===== src/rtl/cpu_pkg.sv =====
`default_nettype none
// ============================================================================
// Module : cpu_pkg
// Brief  : Shared encodings, ALU operations and decode helper for the cpu core
// Rev    : 1.0
// ============================================================================
package cpu_pkg;

    localparam logic [5:0] OP_RTYPE   = 6'b000000;
    localparam logic [5:0] OP_LW      = 6'b100011;
    localparam logic [5:0] OP_SW      = 6'b101011;
    localparam logic [5:0] OP_ADDI    = 6'b001000;

    localparam logic [5:0] FUNCT_ADD  = 6'b100000;
    localparam logic [5:0] FUNCT_SUB  = 6'b100010;
    localparam logic [5:0] FUNCT_AND  = 6'b100100;
    localparam logic [5:0] FUNCT_OR   = 6'b100101;
    localparam logic [5:0] FUNCT_SLT  = 6'b101010;

    localparam logic [2:0] gr0 = 3'd0;
    localparam logic [2:0] gr1 = 3'd1;
    localparam logic [2:0] gr2 = 3'd2;
    localparam logic [2:0] gr3 = 3'd3;
    localparam logic [2:0] gr4 = 3'd4;
    localparam logic [2:0] gr5 = 3'd5;
    localparam logic [2:0] gr6 = 3'd6;
    localparam logic [2:0] gr7 = 3'd7;

    typedef enum logic [2:0] {
        ALU_ADD = 3'd0,
        ALU_SUB = 3'd1,
        ALU_AND = 3'd2,
        ALU_OR  = 3'd3,
        ALU_SLT = 3'd4
    } alu_op_t;

    typedef struct packed {
        logic    reg_write;
        logic    mem_read;
        logic    mem_write;
        logic    use_imm;
        logic    use_rt;
        alu_op_t alu_op;
    } ctrl_t;

    localparam ctrl_t CTRL_NOP = '0;

    // Anything not recognised collapses to CTRL_NOP: no register or memory write.
    function automatic ctrl_t decode(input logic [5:0] op, input logic [5:0] funct);
        ctrl_t c;
        c = CTRL_NOP;
        case (op)
            OP_RTYPE: begin
                c.reg_write = 1'b1;
                c.use_rt    = 1'b1;
                case (funct)
                    FUNCT_ADD: c.alu_op = ALU_ADD;
                    FUNCT_SUB: c.alu_op = ALU_SUB;
                    FUNCT_AND: c.alu_op = ALU_AND;
                    FUNCT_OR:  c.alu_op = ALU_OR;
                    FUNCT_SLT: c.alu_op = ALU_SLT;
                    default:   c = CTRL_NOP;
                endcase
            end
            OP_LW: begin
                c.reg_write = 1'b1;
                c.mem_read  = 1'b1;
                c.use_imm   = 1'b1;
            end
            OP_SW: begin
                c.mem_write = 1'b1;
                c.use_imm   = 1'b1;
                c.use_rt    = 1'b1;
            end
            OP_ADDI: begin
                c.reg_write = 1'b1;
                c.use_imm   = 1'b1;
            end
            default: c = CTRL_NOP;
        endcase
        return c;
    endfunction

endpackage
`default_nettype wire


===== src/rtl/cpu_if.sv =====
`default_nettype none
// ============================================================================
// Module : cpu_if
// Brief  : Instruction and data memory bus between the cpu core and its memories
// Rev    : 1.0
// ============================================================================
interface cpu_if;
    logic [31:0] i_addr;
    logic [31:0] i_datain;
    logic [31:0] d_addr;
    logic [31:0] d_datain;
    logic [31:0] d_dataout;
    logic        d_we;

    modport master (
        output i_addr, d_addr, d_dataout, d_we,
        input  i_datain, d_datain
    );

    modport slave (
        input  i_addr, d_addr, d_dataout, d_we,
        output i_datain, d_datain
    );
endinterface
`default_nettype wire


===== src/rtl/cpu_alu.sv =====
`default_nettype none
// ============================================================================
// Module : cpu_alu
// Brief  : Combinational 32-bit ALU (add, sub, and, or, signed slt)
// Rev    : 1.0
// ============================================================================
module cpu_alu
    import cpu_pkg::*;
(
    input  wire [31:0]   a,
    input  wire [31:0]   b,
    input  wire alu_op_t alu_op,
    output logic [31:0]  result
);

    always_comb begin
        result = a + b;
        case (alu_op)
            ALU_ADD: result = a + b;
            ALU_SUB: result = a - b;
            ALU_AND: result = a & b;
            ALU_OR:  result = a | b;
            ALU_SLT: result = {31'd0, ($signed(a) < $signed(b))};
            default: result = a + b;
        endcase
    end

endmodule
`default_nettype wire


===== src/rtl/cpu.sv =====
`default_nettype none
// ============================================================================
// Module : cpu
// Brief  : 5-stage in-order MIPS-subset core (IF, ID, EX, MEM, WB)
// Config : FORWARD_EN adds EX operand forwarding and a load-use interlock
// Rev    : 1.0
// ============================================================================
module cpu
    import cpu_pkg::*;
#(
    parameter logic [31:0] PC_RESET = 32'h0000_0000,
    parameter int          NUM_GR   = 8
) (
    input  wire       clock,
    input  wire       reset,
    input  wire       start,
    cpu_if.master     bus
);

    logic [31:0] r_pc, r_instr;
    logic [31:0] r_gr [NUM_GR];

    logic [2:0]  w_rs, w_rt, w_rd, w_dst_id;
    logic [31:0] w_imm, w_rs_val, w_rt_val;
    ctrl_t       w_ctrl_id;
    logic        w_stall, w_wb_we, w_d_we;

    logic [31:0] r_reg_a, r_reg_b, r_imm;
    logic [2:0]  r_dst_ex;
    alu_op_t     r_ex_alu_op;
    logic        r_ex_use_imm, r_ex_reg_write, r_ex_mem_read, r_ex_mem_write;

    logic [31:0] w_op_a, w_op_b, w_alu_b, w_alu_y;

    logic [31:0] r_reg_c, r_store_data;
    logic [2:0]  r_dst_mem;
    logic        r_mem_reg_write, r_mem_mem_read, r_mem_mem_write;

    logic [31:0] r_reg_c1;
    logic [2:0]  r_dst_wb;
    logic        r_wb_reg_write;
    logic        w_unused;

    // Only the low three bits of each register field select a register.
    assign w_rs      = r_instr[23:21];
    assign w_rt      = r_instr[18:16];
    assign w_rd      = r_instr[13:11];
    assign w_imm     = {{16{r_instr[15]}}, r_instr[15:0]};
    assign w_ctrl_id = decode(r_instr[31:26], r_instr[5:0]);
    assign w_dst_id  = w_ctrl_id.use_imm ? w_rt : w_rd;
    assign w_wb_we   = r_wb_reg_write && (r_dst_wb != gr0);
    assign w_unused  = ^{r_instr[25:24], r_instr[20:19], w_ctrl_id.use_rt};

    always_comb begin
        w_rs_val = r_gr[w_rs];
        w_rt_val = r_gr[w_rt];
        if (w_wb_we && r_dst_wb == w_rs) w_rs_val = r_reg_c1;
        if (w_wb_we && r_dst_wb == w_rt) w_rt_val = r_reg_c1;
        if (w_rs == gr0) w_rs_val = '0;
        if (w_rt == gr0) w_rt_val = '0;
    end

`ifdef FORWARD_EN
    logic [2:0] r_rs_ex, r_rt_ex;
    logic       w_uses_rs;

    always_ff @(posedge clock) begin
        if (reset) begin
            r_rs_ex <= '0;
            r_rt_ex <= '0;
        end else if (start) begin
            r_rs_ex <= w_rs;
            r_rt_ex <= w_rt;
        end
    end

    // EX/MEM is checked last so the younger result wins.
    always_comb begin
        w_op_a = r_reg_a;
        w_op_b = r_reg_b;
        if (r_wb_reg_write && r_dst_wb != gr0 && r_dst_wb == r_rs_ex) w_op_a = r_reg_c1;
        if (r_wb_reg_write && r_dst_wb != gr0 && r_dst_wb == r_rt_ex) w_op_b = r_reg_c1;
        if (r_mem_reg_write && r_dst_mem != gr0 && r_dst_mem == r_rs_ex) w_op_a = r_reg_c;
        if (r_mem_reg_write && r_dst_mem != gr0 && r_dst_mem == r_rt_ex) w_op_b = r_reg_c;
    end

    assign w_uses_rs = w_ctrl_id.reg_write || w_ctrl_id.mem_write;
    assign w_stall   = r_ex_mem_read && (r_dst_ex != gr0) &&
                       ((w_uses_rs && r_dst_ex == w_rs) ||
                        (w_ctrl_id.use_rt && r_dst_ex == w_rt));
`else
    assign w_op_a  = r_reg_a;
    assign w_op_b  = r_reg_b;
    assign w_stall = 1'b0;
`endif

    assign w_alu_b = r_ex_use_imm ? r_imm : w_op_b;

    cpu_alu u_alu (
        .a      (w_op_a),
        .b      (w_alu_b),
        .alu_op (r_ex_alu_op),
        .result (w_alu_y)
    );

    always_ff @(posedge clock) begin
        if (reset) begin
            r_pc            <= PC_RESET;
            r_instr         <= '0;
            r_reg_a         <= '0;
            r_reg_b         <= '0;
            r_imm           <= '0;
            r_dst_ex        <= '0;
            r_ex_alu_op     <= ALU_ADD;
            r_ex_use_imm    <= 1'b0;
            r_ex_reg_write  <= 1'b0;
            r_ex_mem_read   <= 1'b0;
            r_ex_mem_write  <= 1'b0;
            r_reg_c         <= '0;
            r_store_data    <= '0;
            r_dst_mem       <= '0;
            r_mem_reg_write <= 1'b0;
            r_mem_mem_read  <= 1'b0;
            r_mem_mem_write <= 1'b0;
            r_reg_c1        <= '0;
            r_dst_wb        <= '0;
            r_wb_reg_write  <= 1'b0;
            for (int i = 0; i < NUM_GR; i++) r_gr[i] <= '0;
        end else if (start) begin
            if (!w_stall) begin
                r_pc    <= r_pc + 32'd4;
                r_instr <= bus.i_datain;
            end
            // A stall turns the ID/EX slot into a bubble by dropping its writes.
            r_reg_a         <= w_rs_val;
            r_reg_b         <= w_rt_val;
            r_imm           <= w_imm;
            r_dst_ex        <= w_dst_id;
            r_ex_alu_op     <= w_ctrl_id.alu_op;
            r_ex_use_imm    <= w_ctrl_id.use_imm;
            r_ex_reg_write  <= w_ctrl_id.reg_write && !w_stall;
            r_ex_mem_read   <= w_ctrl_id.mem_read  && !w_stall;
            r_ex_mem_write  <= w_ctrl_id.mem_write && !w_stall;

            r_reg_c         <= w_alu_y;
            r_store_data    <= w_op_b;
            r_dst_mem       <= r_dst_ex;
            r_mem_reg_write <= r_ex_reg_write;
            r_mem_mem_read  <= r_ex_mem_read;
            r_mem_mem_write <= r_ex_mem_write;

            r_reg_c1        <= r_mem_mem_read ? bus.d_datain : r_reg_c;
            r_dst_wb        <= r_dst_mem;
            r_wb_reg_write  <= r_mem_reg_write;

            if (w_wb_we) r_gr[r_dst_wb] <= r_reg_c1;
        end
    end

    assign w_d_we        = start && r_mem_mem_write;
    assign bus.i_addr    = r_pc;
    assign bus.d_addr    = r_reg_c;
    assign bus.d_we      = w_d_we;
    assign bus.d_dataout = w_d_we ? r_store_data : '0;

endmodule
`default_nettype wire


===== src/flat_wrapper.sv =====
// flat-port wrapper written by rule: the top's interface ports become plain ports
module cpu_flat import cpu_pkg::*;
#(
    parameter logic [31:0] PC_RESET = 32'h0000_0000,
    parameter int          NUM_GR   = 8
)
  (clock, reset, start, bus_i_addr, bus_d_addr, bus_d_dataout, bus_d_we, bus_i_datain, bus_d_datain);
  cpu_if bus_i ();
  input  wire clock;
  input  wire reset;
  input  wire start;
  output wire logic [$bits(bus_i.i_addr)-1:0] bus_i_addr;
  output wire logic [$bits(bus_i.d_addr)-1:0] bus_d_addr;
  output wire logic [$bits(bus_i.d_dataout)-1:0] bus_d_dataout;
  output wire logic [$bits(bus_i.d_we)-1:0] bus_d_we;
  input wire logic [$bits(bus_i.i_datain)-1:0] bus_i_datain;
  input wire logic [$bits(bus_i.d_datain)-1:0] bus_d_datain;
  assign bus_i_addr = bus_i.i_addr;
  assign bus_d_addr = bus_i.d_addr;
  assign bus_d_dataout = bus_i.d_dataout;
  assign bus_d_we = bus_i.d_we;
  assign bus_i.i_datain = bus_i_datain;
  assign bus_i.d_datain = bus_d_datain;
  cpu #(.PC_RESET(PC_RESET), .NUM_GR(NUM_GR)) u_core (.clock(clock), .reset(reset), .start(start), .bus(bus_i));
endmodule

===== config.mk =====
export PLATFORM = sky130hd
export DESIGN_NAME = cpu_flat
export DESIGN_NICKNAME = d
export VERILOG_FILES = /design/src/rtl/cpu_pkg.sv /design/src/rtl/cpu_if.sv /design/src/rtl/cpu_alu.sv /design/src/rtl/cpu.sv /design/src/flat_wrapper.sv
export SDC_FILE = /design/constraint.sdc
export NUM_CORES = 1
export LEC_CHECK = 0
export CAP_MARGIN = 20
export CORE_MARGIN = 5
export CORE_UTILIZATION = 25
export DETAILED_ROUTE_END_ITERATION = 8
export SETUP_SLACK_MARGIN = 0.1
export SLEW_MARGIN = 10
export SYNTH_ARGS = -nofsm -noshare
export SYNTH_HDL_FRONTEND = slang
export SYNTH_SLANG_ARGS = --single-unit

===== constraint.sdc =====
create_clock -name clock -period 4.4 [get_ports clock]
set_clock_uncertainty 0.05 [all_clocks]
set_input_delay 1.32 -clock clock [delete_from_list [all_inputs] [get_ports clock]]
set_output_delay 1.32 -clock clock [all_outputs]
set_load 0.03 [all_outputs]

Word level (Yosys, flattened, before mapping)
Memory sizes are Yosys's and may differ from the RTL's. A register that Yosys moved wholly into a read port is not among the register bits. Cells that the tools add are included.

Add/subtract/negate cells: 3. Order comparisons: 1. Equality and inequality tests: 14. Mux-type cells: 29. Bitwise logic cells: 2. Reductions and logical operators: 12.

Operators with widths (count): 32-bit two-way mux (8); 32-bit case mux with 4 select lines (1); 6-bit == test, second input constant (7); 32-bit by 3-bit adder with 32-bit output, second input constant (1); 32-bit adder (1); 32-bit bitwise AND (1); 32-bit less-than comparator (1); 32-bit OR (1); 32-bit OR reduction (1); 32-bit subtractor (1); 3-bit two-way mux (7); 3-bit case mux with 4 select lines (1); 1-bit case mux with 2 select lines (4); 1-bit two-way mux (7); 3-bit by 2-bit == test with 1-bit output, second input constant (2); 3-bit == test (2); 6-bit by 4-bit == test with 1-bit output, second input constant (1); 3-bit logical NOT (2); 6-bit logical NOT (1); 5-bit two-way mux (1); 5-bit OR reduction (1); 1-bit logical AND (4); 3-bit by 1-bit == test with 1-bit output, second input constant (1); 3-bit == test, second input constant (1); other kinds (3) (3).

Bits in registers: 260. Memory bits (writable): 256. Output and inout bits: 97. Logic and storage cells: 82. Memories kept: 1.

Memory list: u_core.r_gr (words 8, width 32, read ports 2, clocked after memory_dff 2, write ports 8, line cpu.sv:21) `logic [31:0] r_gr [NUM_GR];`.

Longest topological paths before layout
Gate-level depths: netlist of run 1.

Depth in word-level cells: 8. Mapped depth: 17. Depth with buffers taken out: 15.

Cells and area by module
Synthesis of run 1 repeated with hierarchy kept, for this count alone.

Cell total of the unflattened synthesis: 2646. Area total of the unflattened synthesis: 28461.0 um2.

By module, submodules not included: cpu (instances 1, cells each 1886, area each 23453.7 um2, sequential area each 12892.4 um2); cpu_alu (instances 1, cells each 760, area each 5007.3 um2, sequential area each 0.0 um2).

Worst setup path before layout of run 1
Ideal clock, no wire load.

Kind: reg-to-reg. Start: reg u_core.r_ex_use_imm. End: reg u_core.r_reg_c[27] (netlist: u_core.bus.d_addr[27]). Library setup time: 0.130 ns. Arrival: 3.836 ns. Path slack: 0.383 ns. Cell stages (with the launch flop): 16. Buffers on the path: 2. Clock period less this slack: 4.017 ns. Cell sequence: dfxtp_1 clkbuf_1 clkbuf_1 mux2i_1 inv_1 ha_1 a211oi_1 o21ai_2 a31o_2 o21ai_4 o21ai_2 a211o_1 a311o_1 xor2_1 a221oi_2 nor3_2.

Cells in the longest elaborated chain, start to end: 3.

RTL lines: from (decl) (line cpu.sv:31) `logic r_ex_use_imm, r_ex_reg_write, r_ex_mem_read, r_ex_mem_write;`; from (signal assigned) (line cpu.sv:140) `r_ex_use_imm <= w_ctrl_id.use_imm;`; 32-bit two-way mux (*) (line cpu.sv:97) `assign w_alu_b = r_ex_use_imm ? r_imm : w_op_b;`; 32-bit adder (tied with other cells); 32-bit case mux with 4 select lines (*) (line cpu_alu.sv:18) `case (alu_op)`; to (signal assigned) (line cpu.sv:145) `r_reg_c <= w_alu_y;`; to (decl) (line cpu.sv:35) `logic [31:0] r_reg_c, r_store_data;`.

Every way passes the cells marked *; elsewhere a longest branch is shown, timed or not. A chain may end at the register's enable or synchronous reset.

Worst setup path in the final report of run 1
Start: reg u_core.r_ex_use_imm. End: reg u_core.r_reg_c[23] (netlist: u_core.bus.d_addr[23]).

The elaborated chain is that of the path after synthesis.

==> results of run 1 <==
## per-layer routing
layer,up-vias,share of wire,GRT usage
li1,9919,-,-
met1,10630,0.45,0.2127
met2,833,0.43,0.2202
met3,132,0.090,0.03616
met4,2,0.025,0.04176
met5,-,0.00014,0
## timing repair
item,in CTS,in global routing
setup endpoints to repair,0,3
resized for setup,0,2
endpoints found under the hold margin,0,0
## worst max-delay path by stage
stage                                  to  slack [ns]  cells after the start
CTS                  u_core.bus.d_addr[0]        0.35                     13
finish              u_core.bus.d_addr[23]        0.21                     12
floorplan           u_core.bus.d_addr[27]        0.38                     15
global placement     u_core.bus.d_addr[0]        0.43                     13
detailed placement   u_core.bus.d_addr[0]        0.38                     13
global route        u_core.bus.d_addr[23]        0.10                     12
## placed cells by master, fill, tap and decap left out, drive strengths merged, types with 15 or more instances in the layout
master / netlist / layout
nor3: 32 / 32
nor2: 252 / 252
xor2: 28 / 28
o211ai: 81 / 81
a211oi: 44 / 44
edfxtp: 256 / 256
clkbuf: 175 / 84
and2: 229 / 229
conb: 1 / 34
clkdlybuf4s50: 0 / 123
inv: 95 / 98
nand2: 212 / 212
nor2b: 15 / 15
and3: 42 / 42
o22ai: 15 / 15
o21ai: 72 / 72
buf: 28 / 114
mux2i: 206 / 206
nand3: 24 / 24
a21oi: 166 / 166
mux4: 128 / 128
dfxtp: 260 / 260
xnor2: 15 / 15
ha: 99 / 99
## critical path, delay by kind of cell (launching register included)
kind            cells  cell delay, ns
mux                 1            0.32
simple gates        3            0.79
buf+inv             1            0.20
flops               1            0.36
compound gates      6            1.92
fa+ha+maj           1            0.39
## report_power, final
group | total, µW | switching (µW) | internal, µW
Sequential | 5510 | 267 | 5240
Clock | 4960 | 2080 | 2880
Combinational | 1690 | 962 | 724
Total | 12200 | 3310 | 8840
## cell families after synthesis
family / Yosys count / share of synthesized area
AOI/OAI and AO/OA: 504 / 0.1183
xor gates and xnor gates: 43 / 0.01333
adders and majority gates: 102 / 0.04560
buffers and inverters: 299 / 0.04064
DFF: 516 / 0.4562
muxes: 334 / 0.1750
other: 1 / 0.0001327
and+or+nand+nor: 871 / 0.1509
## state kept, by name, summed over array words and instances, names as in the netlist, named ones only
| register | cells |
|---|---|
| u_core.r_reg_a | 32 |
| u_core.r_store_data | 32 |
| u_core.r_ex_reg_write | 1 |
| u_core.bus.i_addr | 30 |
| u_core.r_mem_mem_read | 1 |
| u_core.r_dst_wb | 3 |
| u_core.r_wb_reg_write | 1 |
| u_core.bus.d_addr | 32 |
| u_core.r_instr | 28 |
| u_core.r_mem_reg_write | 1 |
| u_core.r_dst_mem | 3 |
| u_core.r_reg_b | 32 |
| u_core.r_mem_mem_write | 1 |
| u_core.r_ex_use_imm | 1 |
| u_core.r_ex_alu_op | 3 |
| u_core.r_ex_mem_read | 1 |
| u_core.r_imm | 16 |
| u_core.r_dst_ex | 3 |
| u_core.r_ex_mem_write | 1 |
| u_core.r_gr | 256 |
| u_core.r_reg_c1 | 32 |
## through the flow
stage,setup slack (ns),power [µW],hold WS [ns],cell area (µm²),cells
finish,0.2124,12150,0.4339,34140,4343
global route,0.1008,12610,0.4633,34140,4342
CTS,0.3512,12220,0.4418,34130,4342
detailed placement,0.3807,7259,0.4279,32160,4237
global placement,0.4305,7238,0.4170,32160,4237
floorplan,0.3835,6624,0.3950,28390,2703
## layout make-up
class,instances,area (µm²)
well taps,1500,1877
fillers,11530,78200
inverters,96,360.3
clock buffers,84,1709
diodes,1,2.502
flip-flops and latches,516,12910
multi-input cells,1888,14430
clock inverters,21,256.5
repair buffers,237,2603
==> flow_summary.toml, run 1 <==
[outcome]
outcome = "finished, final reports clean"

[setup_path]
worst_ep_required_time_ns = 4.83
cp_max_fo = 17
crit_type = "reg -> reg"
rr_endpoint = "u_core.bus.d_addr[23]"
crit_chain = "buf_12 > mux2i_1 > ha_1 > nor4_1 > nand2_1 > a21oi_1 > o31ai_2 > o21ai_1 > a221oi_4 > a221o_1 > a221oi_1 > nor3_1"
endpoint_kind = "register"
critical_path.startpoint = "u_core.r_ex_use_imm"
slowest_stage = "nor4_1"
r2r_slack_ns = 0.21
critical_path_arrival_ns = 4.62
setup.worst_path.start_class = "register"
slowest_delay_ns = 0.59
reg2reg_from = "u_core.r_ex_use_imm"
r2r_cells = 12

[placed_design]
io_buffers = 157
dpl.hpwl_um = 63740
place_congestion = 0.8885

[drt]
avgRoutedWirePerCell_um = 21.26
routed_wirelength_um = 92350
via_per_inst = 4.955
drc = 0
drtIter0Drc = 2073
first_pass_iters = 6
num_vias = 21520
final_antenna_net_count = 0

[clocking]
postCtsSetupBuffers = 0
clk_pin_slew_worst_paths_ns = 0.06
cts_sinks = 516
cts_hold_buf = 0
ctsLongestPathBuffers = 3
clock_latency_ns = 0.64
cts-buffers-inserted = 56
htreeDepth = 2
cts_tree = "built"
clockRootBuffer = "clkbuf_16"

[power_and_ir_drop]
power-per-cell-area_nw_per_um2 = 356.0
ir_drop_v = 0.0003272
p_leak_uw = 0.01263

[yosys]
synth_top_area_frac = 0.2720
yosysMostFrequentCell = "dfxtp_1"
yosys_warnings = 0
avgSynthCellArea_um2 = 10.59
syn_area_um2 = 28260
synth_edf_count = 256
synth-seq-cells = 516
post_synth_most_frequent_cells = "dfxtp_1 (260), edfxtp_1 (256), nor2_1 (252), and2_1 (229), nand2_1 (212)"
async_reset_ff_frac = 0
synth_ff_type = "dfxtp_1"
synth.distinct_cells = 75
postSynthCellCount = 2670
seq_area_frac_synth = 0.4562
synth_area_leaders = "edfxtp_1 (27%), dfxtp_1 (18%), mux4_2 (10%)"
synth.largest_area_cell = "edfxtp_1"

[min_path]
holdPathEnd = "u_core.r_dst_wb[2]"
worstHoldStart = "u_core.r_dst_mem[2]"
hold_class = "reg -> reg"
min_delay_path_depth = 2

[global_route]
gr-total-overflow = 0
grt_start_max_net_pins = 119
grtUsageTotal = 0.1476
grt_pass1_wl_um = 136500
antenna_found_initial = 6
grt_pass1_vias = 20790

[sta]
finalSetupViolCount = 0
rsz0062_at_grt = "no"
period_minus_slack_ns = 4.188
hold_viol = 0
max_freq_mhz = 238.8
fin_crit_sh = 0.9517
worst_pin_slew_ns = 1.078
slew_violations = 0
max_slew_margin = 0.2811
timing.setup.tns_ns = 0

[layout]
final_core_util = 0.3039
layout-drive-gt1-share = 0.1351
area_delta_synth_final_pct = 20.81
nets = 2963

[job]
max_cap_violations = 0

[floorplanning]
die_x_um = 346.2
core_area_um2 = 112300
rows = 123
dieArea_um2 = 119900
io_pins = 164
die_h_um = 346.2
initial_core_util = 0.2516
(Power assumes the default switching activity.)
==> run 2, diff against run 1 <==
--- a/config.mk
+++ b/config.mk
@@ -9,6 +9,7 @@
 export CORE_MARGIN = 5
 export CORE_UTILIZATION = 25
 export DETAILED_ROUTE_END_ITERATION = 8
+export GPL_ROUTABILITY_DRIVEN = 0
 export SETUP_SLACK_MARGIN = 0.1
 export SLEW_MARGIN = 10
 export SYNTH_ARGS = -nofsm -noshare
==> constraint.sdc (replaced) <==
create_clock -name clock -period 4.5 [get_ports clock]
set_clock_uncertainty 0.05 [all_clocks]
set_input_delay 1.35 -clock clock [delete_from_list [all_inputs] [get_ports clock]]
set_output_delay 1.35 -clock clock [all_outputs]
set_load 0.03 [all_outputs]
==> flow_summary.toml, run 2 (synthesis gave the netlist of run 1 again) <==
[layout]
mostFrequentLayoutCells = "edfxtp_1 (256), dfxtp_1 (252), nor2_1 (247)"
regMostFlops = "u_core.r_gr"
final_common_cell = "edfxtp_1"
layout-drive-gt1-share = 0.1319
largest_reg_flops = 256
nets = 2958
final_core_util = 0.3025
area_delta_synth_final_pct = 20.22

[clocking]
postCtsSetupBuffers = 0
clockRootBuffer = "clkbuf_16"
cts-buffers-inserted = 55
htreeDepth = 2
cts_tree = "built"
clock_latency_ns = 0.64
clk_pin_slew_worst_paths_ns = 0.06
cts_sinks = 516
ctsLongestPathBuffers = 3

[setup_path]
crit_type = "reg -> reg"
path_buf_inv = 3
path_delay_family = "compound AO/OA/AOI/OAI gates"
crit_top_cell = "o21ai_2"
reg2reg_from = "u_core.r_ex_use_imm"
endpoint_kind = "register"
slowest_delay_ns = 0.50
worst_ep_required_time_ns = 4.90
crit_chain = "buf_12 > mux2i_1 > inv_1 > ha_1 > a211oi_1 > o21ai_2 > a31o_2 > o21ai_4 > o21ai_2 > a211o_1 > a221o_1 > a221oi_1 > buf_4 > nor3_1"
setup.worst_path.start_class = "register"
critical_path_arrival_ns = 4.58
r2r_slack_ns = 0.32
rr_endpoint = "u_core.bus.d_addr[23]"
cp_max_fo = 17
r2r_cells = 14
slowest_stage = "a221oi_1"

[drt]
via_per_inst = 4.953
first_pass_iters = 5
drtIter0Drc = 2273
drc = 0
final_antenna_net_count = 0
avgRoutedWirePerCell_um = 21.05
routed_wirelength_um = 91350
num_vias = 21490

[sta]
max_slew_margin = 0.3106
period_minus_slack_ns = 4.180
timing.setup.tns_ns = 0
hold_viol = 0
finalSetupViolCount = 0
slew_violations = 0
max_freq_mhz = 239.3
rsz0062_at_grt = "no"
fin_crit_sh = 0.9288
worst_pin_slew_ns = 1.034

[floorplanning]
initial_core_util = 0.2516
die_h_um = 346.2
die_x_um = 346.2
dieArea_um2 = 119900
rows = 123
core_area_um2 = 112300
io_pins = 164

[job]
max_cap_violations = 0

[global_route]
grt_start_max_net_pins = 155
grtUsageTotal = 0.1470
grt_pass1_wl_um = 135000
grt_pass1_vias = 20900
gr-total-overflow = 0
antenna_found_initial = 10

[power_and_ir_drop]
ir_drop_v = 0.0002769
power-per-cell-area_nw_per_um2 = 342.6
p_leak_uw = 0.01254

[min_path]
min_delay_path_depth = 2
holdPathEnd = "u_core.r_store_data[22]"
worstHoldStart = "u_core.r_store_data[22]"
hold_class = "reg -> reg"

[placed_design]
dpl.hpwl_um = 62280
io_buffers = 157

[outcome]
outcome = "finished, final reports clean"
==> run 2: cell types whose count changed in the layout (fill, tap and decap cells not counted), sizes merged <==
cell      change
buf           -4
clkinv        +8
clkbuf        -9
clkinvlp      -1
inv           -1
diode         +3
==> run 2: area by class of cell <==
cell class / instances / area [µm²]
Fill cell: 11500 / 78370
Multi-Input combinational cell: 1888 / 14430
Sequential cell: 516 / 12910
Timing Repair Buffer: 233 / 2572
Tap cell: 1500 / 1877
Clock buffer: 75 / 1569
Inverter: 96 / 360.3
Clock inverter: 27 / 252.7
Antenna cell: 4 / 10.01
==> run 2: power breakdown <==
part	internal (µW)	switching, µW	leakage, µW
sequential	5120	257	0.00474
combinational	713	935	0.00689
clock	2620	1990	0.000904
total	8460	3180	0.0125
==> run 2: how the worst max path moves through the flow <==
stage,start,end,slack (ns),cells past startpoint
finish,u_core.r_ex_use_imm,u_core.bus.d_addr[23],0.32,14
global placement,u_core.r_ex_use_imm,u_core.bus.d_addr[23],0.38,13
floorplan,u_core.r_ex_use_imm,u_core.bus.d_addr[27],0.48,15
CTS,u_core.r_ex_use_imm,u_core.bus.d_addr[23],0.35,13
global route,u_core.r_ex_use_imm,u_core.bus.d_addr[23],0.12,14
detailed placement,u_core.r_ex_use_imm,u_core.bus.d_addr[23],0.40,13
==> run 2: layer usage <==
metal,up-vias,wire length [µm],track usage
li1,9932,-,-
met1,10550,40750,0.2106
met2,879,39070,0.2183
met3,133,8926,0.03557
met4,0,2604,0.04719
met5,-,0,0
==> run 2: what timing repair did <==
action	in CTS	in global routing
gates resized for setup	0	2
endpoints found under the setup margin	0	1
hold buffers	0	0
hold endpoints to repair	0	0
==> run 2: worst min-delay path, delay by kind of cell (launching register included) <==
kind,cells,cell delay [ns]
DFF,1,0.32
and+or+nand+nor,1,0.07
muxes,1,0.06
==> run 2: metrics by stage <==
step                      worst slack (ns)  area, µm²  power (µW)  hold slack, ns  instances
after floorplan                     0.4835      28390        6477          0.3950       2703
after global placement              0.3831      32130        7079          0.4176       4233
after detailed placement            0.3991      32130        7097          0.4257       4233
after CTS                           0.3533      33950       11720          0.4313       4335
after global routing                0.1191      33970       12090          0.4587       4336
final                               0.3204      33980       11640          0.4374       4339
==> variant: new RTL, config.mk and constraints of run 1 <==
The option `FORWARD_EN` is turned on by a define.
--- a/src/rtl/cpu.sv
+++ b/src/rtl/cpu.sv
@@ -5,6 +5,8 @@
 // Config : FORWARD_EN adds EX operand forwarding and a load-use interlock
 // Rev    : 1.0
 // ============================================================================
+`define FORWARD_EN
+
 module cpu
     import cpu_pkg::*;
 #(
Check against the original RTL: not equivalent (Yosys sat finds a counterexample within 4 cycles, from zero or initial values and one cycle with reset high).
==> variant against run 1 <==
The run now ends with setup timing left. Worst setup slack lost 0.62 ns. Sequential cell count rose by 6. Count of clock-buffer cells in the layout decreased by 8. Clock power fell by 3%. Power grew 3.9%. Routed wire length rose by 16%. Synthesized area rose by 7.2%. Final area increased by 17%. Critical path type unchanged.
==> variant: results (changes against run 1) <==
\begin{tabular}{lr}
\hline
Metric & Value \\
\hline
\multicolumn{2}{l}{\textbf{Cells and area}} \\
\quad Final \#Nets & 3656 (+23\%) \\
\quad Layout cells sized above 1 & 25.48\% (+12 points) \\
\quad Fill cell total of the finished layout & 12200 (+5.8\%) \\
\multicolumn{2}{l}{\textbf{Setup path}} \\
\quad Worst R2R Start & u\_core.r\_dst\_wb[1] \\
\quad Arrival @ worst endpoint & 5.23 ns (+0.61 ns) \\
\quad Slowest stage delay, CP & 0.46 ns (-0.13 ns) \\
\multicolumn{2}{l}{\textbf{Global route}} \\
\quad Maximum number of pins on one net before global-route repair & 139 (+17\%) \\
\quad Initial antenna violation count & 7 (+1) \\
\quad Overall track demand over capacity in global routing & 16.11\% (+1.3 points) \\
\quad Global routing met2 resource utilization & 24.93\% (+2.9 points) \\
\quad Met1 Track Usage GR & 22.70\% (+1.4 points) \\
\quad Global routing usage on met3 & 3.631\% (+0.016 points) \\
\multicolumn{2}{l}{\textbf{Worst hold path}} \\
\quad Min-Delay Startpoint & u\_core.r\_instr[28] \\
\quad Min-Delay Endpoint & u\_core.r\_instr[28] \\
\multicolumn{2}{l}{\textbf{Yosys}} \\
\quad Number of distinct library cells after synthesis & 78 (+4.0\%) \\
\quad Ranking of synthesized cells by area & sky130\_fd\_sc\_hd\_\_edfxtp\_1, sky130\_fd\_sc\_hd\_\_dfxtp\_1, sky130\_fd\_sc\_hd\_\_mux4\_2 \\
\quad Register area share after synthesis & 42.94\% (-2.7 points) \\
\multicolumn{2}{l}{\textbf{STA}} \\
\quad Final hold slack & 0.4110 ns (-0.02284 ns) \\
\quad Final count of negative-setup-slack endpoints & 16 (+16) \\
\quad Post-route worst setup slack & -0.4048 ns (-0.6171 ns) \\
\multicolumn{2}{l}{\textbf{Status}} \\
\quad Result of the run & complete, but fails checks \\
\quad Violated checks & setup timing \\
\multicolumn{2}{l}{\textbf{Route}} \\
\quad Detailed Route Iter0 Violations & 2389 (+15\%) \\
\quad Met3 WL & 8782 um (+5.1\%) \\
\quad Vias post-DR & 25760 (+20\%) \\
\multicolumn{2}{l}{\textbf{Place}} \\
\quad Placer's final routability congestion estimate & 0.8947 (+0.70\%) \\
\quad Placement Cell Area & 0.03619 mm2 (+13\%) \\
\multicolumn{2}{l}{\textbf{Pwr}} \\
\quad Worst ir drop on vdd & 0.2762 mV (-16\%) \\
\quad P\_leak & 0.01485 uW (+18\%) \\
\multicolumn{2}{l}{\textbf{Clock tree}} \\
\quad Clock buffer count from CTS & 55 (-1.8\%) \\
\hline
\end{tabular}
variant: changes by cell type after synthesis, sizes merged, moves of 11 or more:
cell,before,now
a21oi,166,259
nand2b,11,85
nand2,212,268
clkbuf,175,229
a21o,12,40
nor2,252,280
xnor2,15,39
inv,95,107
xor2,28,17
variant: cell type report:
| type | count | share of cell area, % |
|---|---|---|
| diodes | 1 | 0.006283 |
| clock buffers | 76 | 4.090 |
| clock inverters | 23 | 0.5058 |
| inverters | 107 | 1.015 |
| multi-input cells | 2202 | 43.14 |
| flip-flops and latches | 522 | 32.71 |
| well taps | 1612 | 5.064 |
| repair buffers | 602 | 13.47 |
variant: through the flow:
step / instances / setup WS [ns] / utilization, % / setup TNS (ns) / power, uW
CTS: 5117 / -0.2708 / 32.56 / -2.843 / 12580
detailed placement: 4968 / -0.6092 / 30.13 / -9.507 / 7577
finish: 5145 / -0.4048 / 33.16 / -4.201 / 12630
floorplan: 3092 / 0.04811 / - / 0 / 6690
global placement: 4968 / -0.6282 / 30.13 / -8.876 / 7552
global route: 5144 / -0.5791 / 33.15 / -8.680 / 13110
variant: power by group:
| part | total (uW) | internal, uW | switching, uW |
|---|---|---|---|
| clock network | 4810 | 2750 | 2050 |
| logic | 2330 | 1110 | 1220 |
| registers | 5500 | 5290 | 212 |
| total | 12600 | 9140 | 3490 |
variant: worst max-delay path by stage:
stage | start | to | slack (ns) | cells after the start
floorplan | u_core.r_dst_wb[1] | u_core.bus.d_addr[26] | 0.05 | 24
CTS | u_core.r_dst_wb[1] | u_core.bus.d_addr[30] | -0.27 | 24
detailed placement | u_core.r_dst_wb[1] | u_core.bus.d_addr[31] | -0.61 | 22
finish | u_core.r_dst_wb[1] | u_core.bus.d_addr[0] | -0.40 | 26
global route | u_core.r_dst_wb[1] | u_core.bus.d_addr[0] | -0.58 | 25
global placement | u_core.r_dst_wb[1] | u_core.bus.d_addr[31] | -0.63 | 22
variant: logic make-up (layout without fill, tap and decap cells):
| kind of cell | count (synthesis) | in the layout | synth area share [%] |
|---|---|---|---|
| simple gates | 1039 | 1039 | 16.78 |
| compound gates | 648 | 648 | 13.80 |
| flops | 522 | 522 | 42.94 |
| buf+inv | 368 | 808 | 4.649 |
| mux | 326 | 326 | 16.06 |
| fa+ha+maj | 99 | 99 | 4.137 |
| xor+xnor | 56 | 56 | 1.619 |
| other cells | 1 | 35 | 0.01238 |
variant: timing repair:
| action | CTS | global route |
|---|---|---|
| setup endpoints to repair | 26 | 27 |
| gates cloned | 2 | 0 |
| pin swaps | 81 | 90 |
| resized for setup | 163 | 112 |
| hold buffers | 0 | 0 |
| setup buffers | 48 | 29 |
